[src/rtl/sine_mon_pkg.sv]
// sine_mon_pkg: shared sample/state types and default thresholds for the sine period monitor
package sine_mon_pkg;
  typedef logic signed [15:0] sample_t;
  typedef enum logic [1:0] {S_IDLE, S_NEG, S_POS} zc_state_t;
  localparam int HYST_DEF = 256;
  localparam int TOL_DEF = 2;
endpackage

[src/rtl/sine_zc_detect.sv]
// sine_zc_detect: hysteresis zero-crossing FSM with a combinational rising-crossing pulse
module sine_zc_detect
  import sine_mon_pkg::*;
#(
  parameter int DW = 16,
  parameter int HYST = HYST_DEF
) (
  input  logic                 clk,
  input  logic                 reset_n,
  input  logic signed [DW-1:0] d,
  input  logic                 d_valid,
  input  logic                 clear,
  output zc_state_t            state,
  output logic                 evt
);
  localparam logic signed [DW-1:0] HI = DW'(HYST);
  localparam logic signed [DW-1:0] LO = -HI;
  logic below, above;
  assign below = d < LO;
  assign above = d >= HI;
  assign evt = d_valid && state == S_NEG && above;
  always_ff @(posedge clk or negedge reset_n)
    if (!reset_n) state <= S_IDLE;
    else if (clear) state <= S_IDLE;
    else if (d_valid) state <= below ? S_NEG : evt ? S_POS : state;
endmodule

[src/rtl/sine_period_monitor.sv]
// sine_period_monitor: period/lock/timeout monitor for a sine stream; SINE_MON_PEAK_EN adds per-period peak/trough
module sine_period_monitor
  import sine_mon_pkg::*;
#(
  parameter int DW = 16,
  parameter int PW = 16,
  parameter int HYST = HYST_DEF,
  parameter int TOL = TOL_DEF,
  parameter int LOCK_N = 4
) (
  input  logic                 clk,
  input  logic                 reset_n,
  input  logic signed [DW-1:0] d,
  input  logic                 d_valid,
  output logic [PW-1:0]        period,
  output logic                 period_valid,
  output logic                 locked,
  output logic                 timeout,
  output logic signed [DW-1:0] peak,
  output logic signed [DW-1:0] trough
);
  localparam int SW = $clog2(LOCK_N + 1);
  localparam logic [PW-1:0] CMAX = '1;
  localparam logic [PW-1:0] TOLV = PW'(TOL);
  localparam logic [SW-1:0] LOCKV = SW'(LOCK_N);
  zc_state_t state;
  logic evt, sat, armed, stable;
  logic [PW-1:0] cnt, diff;
  logic [SW-1:0] sc, sc_nx;
  sine_zc_detect #(.DW(DW), .HYST(HYST)) u_zc (
    .clk(clk), .reset_n(reset_n), .d(d), .d_valid(d_valid),
    .clear(sat), .state(state), .evt(evt)
  );
  // a crossing on the saturating sample wins; an already-reported timeout cannot retrigger on the frozen counter
  assign sat = d_valid && !evt && !timeout && cnt == CMAX && state != S_IDLE;
  assign diff = cnt >= period ? cnt - period : period - cnt;
  assign stable = diff <= TOLV;
  assign sc_nx = sc == LOCKV ? sc : sc + SW'(1);
  always_ff @(posedge clk or negedge reset_n)
    if (!reset_n) begin
      cnt <= '0;
      armed <= 1'b0;
      sc <= '0;
      period <= '0;
      period_valid <= 1'b0;
      locked <= 1'b0;
      timeout <= 1'b0;
    end else begin
      period_valid <= evt && armed;
      if (evt) begin
        cnt <= PW'(1);
        armed <= 1'b1;
        if (armed) begin
          period <= cnt;
          timeout <= 1'b0;
          sc <= stable ? sc_nx : '0;
          locked <= stable && sc_nx == LOCKV;
        end
      end else if (sat) begin
        timeout <= 1'b1;
        locked <= 1'b0;
        sc <= '0;
        armed <= 1'b0;
      end else if (d_valid && cnt != CMAX) cnt <= cnt + PW'(1);
    end
`ifdef SINE_MON_PEAK_EN
  logic signed [DW-1:0] mx, mn;
  always_ff @(posedge clk or negedge reset_n)
    if (!reset_n) begin
      mx <= '0;
      mn <= '0;
      peak <= '0;
      trough <= '0;
    end else if (evt) begin
      if (armed) begin
        peak <= mx;
        trough <= mn;
      end
      mx <= d;
      mn <= d;
    end else if (d_valid) begin
      mx <= d > mx ? d : mx;
      mn <= d < mn ? d : mn;
    end
`else
  assign peak = '0;
  assign trough = '0;
`endif
endmodule

[config.mk]
export PLATFORM = sky130hd
export DESIGN_NAME = sine_period_monitor
export DESIGN_NICKNAME = d
export VERILOG_FILES = /design/src/rtl/sine_mon_pkg.sv /design/src/rtl/sine_zc_detect.sv /design/src/rtl/sine_period_monitor.sv
export SDC_FILE = /design/constraint.sdc
export NUM_CORES = 1
export LEC_CHECK = 0
export CAP_MARGIN = 20
export CELL_PAD_IN_SITES_DETAIL_PLACEMENT = 1
export CELL_PAD_IN_SITES_GLOBAL_PLACEMENT = 1
export CORE_ASPECT_RATIO = 1.5
export CORE_MARGIN = 2
export CORE_UTILIZATION = 43
export CTS_CLUSTER_DIAMETER = 30
export DETAILED_ROUTE_END_ITERATION = 7
export PLACE_DENSITY_LB_ADDON = 0.2
export SETUP_SLACK_MARGIN = 0.15
export SYNTH_ARGS = -nofsm -noshare
export SYNTH_HDL_FRONTEND = slang
export SYNTH_SLANG_ARGS = --single-unit
[constraint.sdc]
create_clock -name clk -period 5.95 [get_ports clk]
set_input_delay 0.8925 -clock clk [delete_from_list [all_inputs] [get_ports clk]]
set_output_delay 0.8925 -clock clk [all_outputs]
set_load 0.01 [all_outputs]
---- After elaboration in Yosys (flattened, before gate mapping) ----
Cells that the tools add are included.
storage, ports and cells
  bits of input ports ..................... 19
  output and inout port bits .............. 51
  word-level logic and storage cells ...... 63
  flip-flop bits (word level) ............. 41
operators by class
  muxes and demuxes ....................... 20
  $add $sub $neg .......................... 4
  $lt $le $gt $ge ......................... 4
  reduce and logical (&&, ||, !) cells .... 20
  eq/ne operators ......................... 7
operators with widths
  operator                                                                                number
  16-bit 2-to-1 mux                                                                       4
  16-bit subtractor                                                                       2
  16-bit by 1-bit adder with 16-bit output (second input constant)                        1
  16-bit == test (second input constant)                                                  1
  16-bit by 10-bit greater-or-equal comparator with 1-bit output (second input constant)  1
  16-bit greater-or-equal comparator                                                      1
  16-bit by 2-bit <= comparator with 1-bit output (second input constant)                 1
  16-bit by 9-bit < comparator with 1-bit output (second input constant)                  1
  16-bit != test (second input constant)                                                  1
  3-bit 2-to-1 mux                                                                        5
  1-bit logical AND                                                                       9
  2-bit 2-to-1 mux                                                                        4
  2-bit AND reduction                                                                     4
  2-bit nonzero test                                                                      4
  1-bit 2-to-1 mux                                                                        7
  3-bit == test (second input constant)                                                   2
  3-bit by 1-bit adder with 3-bit output (second input constant)                          1
  3-bit nonzero test                                                                      1
  2-bit by 1-bit == test with 1-bit output (second input constant)                        1
  1-bit logical NOT                                                                       2
  2-bit by 1-bit != test with 1-bit output (second input constant)                        1
  2-bit != test (second input constant)                                                   1

---- Logic depth before layout (Yosys ltp) ----
  word-level depth ........................ 10
  gate-level depth with buffers ........... 13
  gate-level depth less buffers ........... 12

---- By module ----
Synthesis repeated with hierarchy kept, for this count alone.
unflattened totals
  cell total of the unflattened synthesis .. 518
  area, all modules ....................... 4145.2 sq um
by module, submodules not included
  module               sequential area each (sq um)  cells each  instances  area an instance (sq um)
  sine_period_monitor  975.9                         505         1          4006.3
  sine_zc_detect       50.0                          13          1          138.9

---- Worst setup path before layout ----
No wires, ideal clock.
  path kind ............................... reg-to-reg
  start ................................... register cnt[0]
  end ..................................... register sc[2]
  buffers on the path ..................... 0
  arrival time ............................ 2824 ps
  setup time .............................. 78 ps
  path slack .............................. 3049 ps
  clock period less this slack ............ 2901 ps
  cell stages (with the launch flop) ...... 13
  required time ........................... 5872 ps
  cell sequence ........................... dfrtp_1 > inv_1 > ha_1 > fa_1 > nand2b_1 > a21oi_1 > o221ai_1 > a31o_2 > a2111o_1 > a21o_1 > a22oi_1 > a41oi_1 > a21oi_1
between the ends
  longest elaborated chain between the ends .. 6
  elaborated cells between the ends (all ways) .. 13
  classes of those cells .................. add/sub: 2; order compare: 2; eq/ne: 1; mux: 4; reduce/logical: 4
RTL lines
  item                                                                     RTL line                   RTL
  from (decl)                                                              sine_period_monitor.sv:28  logic [PW-1:0] cnt, diff;
  from (signal assigned)                                                   sine_period_monitor.sv:64  end else if (d_valid && cnt != CMAX) cnt <= cnt + PW'(1);
  16-bit subtractor or 16-bit greater-or-equal comparator (tied branches)  sine_period_monitor.sv:36  assign diff = cnt >= period ? cnt - period : period - cnt;
  16-bit 2-to-1 mux                                                        sine_period_monitor.sv:36
  16-bit by 2-bit <= comparator with 1-bit output                          sine_period_monitor.sv:37  assign stable = diff <= TOLV;
  3-bit 2-to-1 mux                                                         sine_period_monitor.sv:56  sc <= stable ? sc_nx : '0;
  3-bit 2-to-1 mux                                                         sine_period_monitor.sv:53  if (armed) begin
  3-bit 2-to-1 mux                                                         sine_period_monitor.sv:50  if (evt) begin
  to (signal assigned)                                                     sine_period_monitor.sv:56
  to (decl)                                                                sine_period_monitor.sv:29  logic [SW-1:0] sc, sc_nx;
Parallel ways exist; a longest one is shown, timed or not. The select of a mux whose other input is x is not followed.
A chain may end at the register's enable or synchronous reset.

---- Worst setup path in the final report ----
  start ................................... input port d_valid
  end ..................................... register sc[1]
between the ends
  longest elaborated chain between the ends .. 9
  elaborated cells between the ends (all ways) .. 11
  classes of those cells .................. eq/ne: 1; mux: 1; reduce/logical: 9
RTL lines
  item                                  RTL line                   RTL
  from (decl)                           sine_period_monitor.sv:14  input logic d_valid,
  1-bit logical AND (2 in series)       sine_zc_detect.sv:21       assign evt = d_valid && state == S_NEG && above;
  1-bit logical NOT                     sine_period_monitor.sv:35  assign sat = d_valid && !evt && !timeout && cnt == CMAX && state != S_IDLE;
  1-bit logical AND (4 in series)       sine_period_monitor.sv:35
  2-bit nonzero test (no source line)   --
  2-bit AND reduction (no source line)  --
Parallel ways exist; a longest one is shown, timed or not.

==> impl_metrics.toml <==
[synthesis]
yosysWarnings = 0
synth_top_area_share_pct = 25.0
synth_edf_count = 0
synth.area.top_cells = "dfrtp_1, ha_1, buf_4, a21oi_1, nand2_1"
ys.flop_type = "dfrtp_1"
yosysMostFrequentCell = "nand2_1"
yosysUniqueCellTypes = 60
async_flop_share_pct = 100
yosysTopAreaCell = "dfrtp_1"
yosys-top-cells-count = "nand2_1, dfrtp_1, inv_1"
netlist_instances = 524
syn_area_per_cell_um2 = 7.83
seq_area_frac_synth_pct = 25.0
syn_area_um2 = 4110
ys_ff_latch = 41

[timing]
fmax_mhz = 255
slew_headroom_pct = 36.6
fin_setup_tns_ns = 0
fin_ws_ns = 2.03
period_share_pct = 65.9
slew_violations = 0
rsz0062_at_grt = "no"
final-setup-viol-count = 0
finalCriticalPeriod_ns = 3.92
worst_clock_skew_ns = 0.00767
worst_pin_slew_ns = 0.952
hold_violations = 0

[clocking]
cts_resized = 0
hold_buffers = 0
ctsHtreeMaxLevel = 2
numCtsBuffers = 5
clock_sinks = 41
clk_path_buf_depth = 2
cts_root_buf = "clkbuf_16"
post_cts_buffers = 0
path_clk_slew_ns = 0.07
clkLatencyLatePin_ns = 0.29
cts_tree = "built"

[setup_path]
start_kind = "input pin"
cp_cell_sequence = "clkdlybuf4s50_1, nand2b_1, a2111oi_4, buf_4, nand2_2, nor4_1, nand4_1, nor4_1, and4b_1, o2111a_1, a22o_1"
r2r_setup_slack_ns = 2.25
crit_top_cell = "nor4_1"
startpoint = "d_valid"
reg2reg_depth = 12
crit_path_end_kind = "register"
crit_path_end = "sc[1]$_DFFE_PN0P_"
r2r_end = "sc[1]$_DFFE_PN0P_"
slowest_delay_ns = 0.54
timing.rr.start = "cnt[0]$_DFFE_PN0P_"
worst-setup-path-type = "input pin to register"
cp_slowest_cell = "clkdlybuf4s50_1"
worstPathMaxFanout = 33
cp.arrival_ns = 4.16
worstPathRequired_ns = 6.18

[floorplan]
ios = 70
core_area_um2 = 9250
dieArea_um2 = 10400
initial_core_util_pct = 44.4
dieHeight_um = 124
row_count = 43
die_w_um = 83.8

[route]
drt-pass1-iter-count = 5
drcViolationCount = 0
ant_nets = 0
avgViaCountPerCell = 5.86
via_count = 3822
wl_per_cell_um = 18.8
drt-initial-drc-count = 127
drt-total-wl_um = 12200

[power]
pwr-share-seq_pct = 15.5
peakVddDrop_uv = 310
cellPowerDensity_nw_per_um2 = 581
power.clock.fraction_pct = 11.0
p_switching_mw = 1.34
p_int_mw = 1.26
swShare_pct = 51.6
leakage_nw = 2.03
p_comb_share_pct = 73.5

[finish]
layoutNonFillerInstCount = 652
nets = 594
final_cell_area_um2 = 4480
synthToLayoutAreaGrowth_pct = 9.05
diodes = 0
drive_gt1_share_pct = 3.52

[placed_design]
postPlaceCellArea_um2 = 4320
portBuffers = 29
dp_hpwl_um = 9630
dp_cells = 644
gp_congestion = 0.901
dp_slack_ns = 1.74

[global_routing]
antenna_found_initial = 0
grt_pass1_wl_um = 20100
grt_max_degree = 42
grt_pass1_vias = 3989
grt_usage_pct = 24.2
grt.overflow.total = 0

[flow_run]
max-cap-violations = 0

[outcome]
status = "complete, no violations"

[min_path]
hold_path.class = "register to register"
-- logic make-up after synthesis --
group | synth area share (%)
simple gates | 22.4
mux | 0.488
buf+inv | 11.7
xor+xnor | 5.97
flops | 25.0
fa+ha+maj | 11.3
other cells | 0.0913
compound gates | 23.0
-- layer usage --
metal | up-vias | routed length, µm | share of wire, % | global-route usage (%)
met3 | 36 | 288 | 2.4 | 3.11
met4 | 0 | 538 | 4.4 | 11.6
met1 | 1879 | 4930 | 40 | 27.3
li1 | 1830 | - | - | -
met2 | 77 | 6470 | 53 | 45.1
met5 | - | 0 | 0 | 0
-- power by group through the flow --
stage	clock network, mW	registers (mW)	logic (mW)
2_1_floorplan	0	0.405	1.43
3_3_place_gp	0	0.403	1.82
3_5_place_dp	0	0.407	1.88
4_1_cts	0.297	0.404	1.90
5_1_grt	0.302	0.414	2.11
6_report	0.287	0.403	1.91
-- placed cells by master (no fill, tap or decap), types with 6 or more instances in the layout --
cell type,n
xnor2_1,18
nand2b_1,6
xor2_1,10
nand2_1,45
o21a_1,10
nor4_1,9
nor2b_1,6
a21o_1,18
a211oi_1,6
dfrtp_1,41
a21oi_1,36
inv_1,40
o21ai_0,33
nor3_1,8
clkdlybuf4s50_1,28
nand4_1,18
nand3_1,21
nor2_1,38
ha_1,34
conb_1,32
-- how the worst min path moves through the flow --
stage                     cells past startpoint          startpoint            endpoint
after floorplan                               1   sc[1]$_DFFE_PN0P_   sc[1]$_DFFE_PN0P_
after global routing                          1  locked$_DFFE_PN0P_  locked$_DFFE_PN0P_
after CTS                                     1  locked$_DFFE_PN0P_  locked$_DFFE_PN0P_
final                                         1  locked$_DFFE_PN0P_  locked$_DFFE_PN0P_
after global placement                        1  locked$_DFFE_PN0P_  locked$_DFFE_PN0P_
after detailed placement                      1  locked$_DFFE_PN0P_  locked$_DFFE_PN0P_
-- registers in the layout, summed over array words and instances (netlist names) --
| signal | count |
|---|---|
| cnt | 16 |
| period | 16 |
| sc | 3 |
| u_zc.state | 2 |
| armed | 1 |
| locked | 1 |
| period_valid | 1 |
| timeout | 1 |
-- final cells by class --
type                            instances  area [µm²]
Clock buffer                            6         139
Fill cell                            1174        4780
Tap cell                              112         140
Clock inverter                          2        13.8
Sequential cell                        41        1030
Inverter                               40         150
Timing Repair Buffer                   30         293
Multi-Input combinational cell        421        2720
-- stage by stage --
step	hold WS, ns	utilization [%]	power, mW
2_1_floorplan	0.500	-	1.84
5_1_grt	0.539	48.4	2.83
3_3_place_gp	0.503	46.7	2.23
4_1_cts	0.520	48.4	2.60
3_5_place_dp	0.506	46.7	2.29
6_report	0.509	48.4	2.60
-- critical path, delay by kind of cell --
kind / cells / cell delay [ns]
compound gates: 3 / 0.75
buf+inv: 2 / 0.87
simple gates: 6 / 1.65
Note: power is estimated with default switching activity, not from simulation.
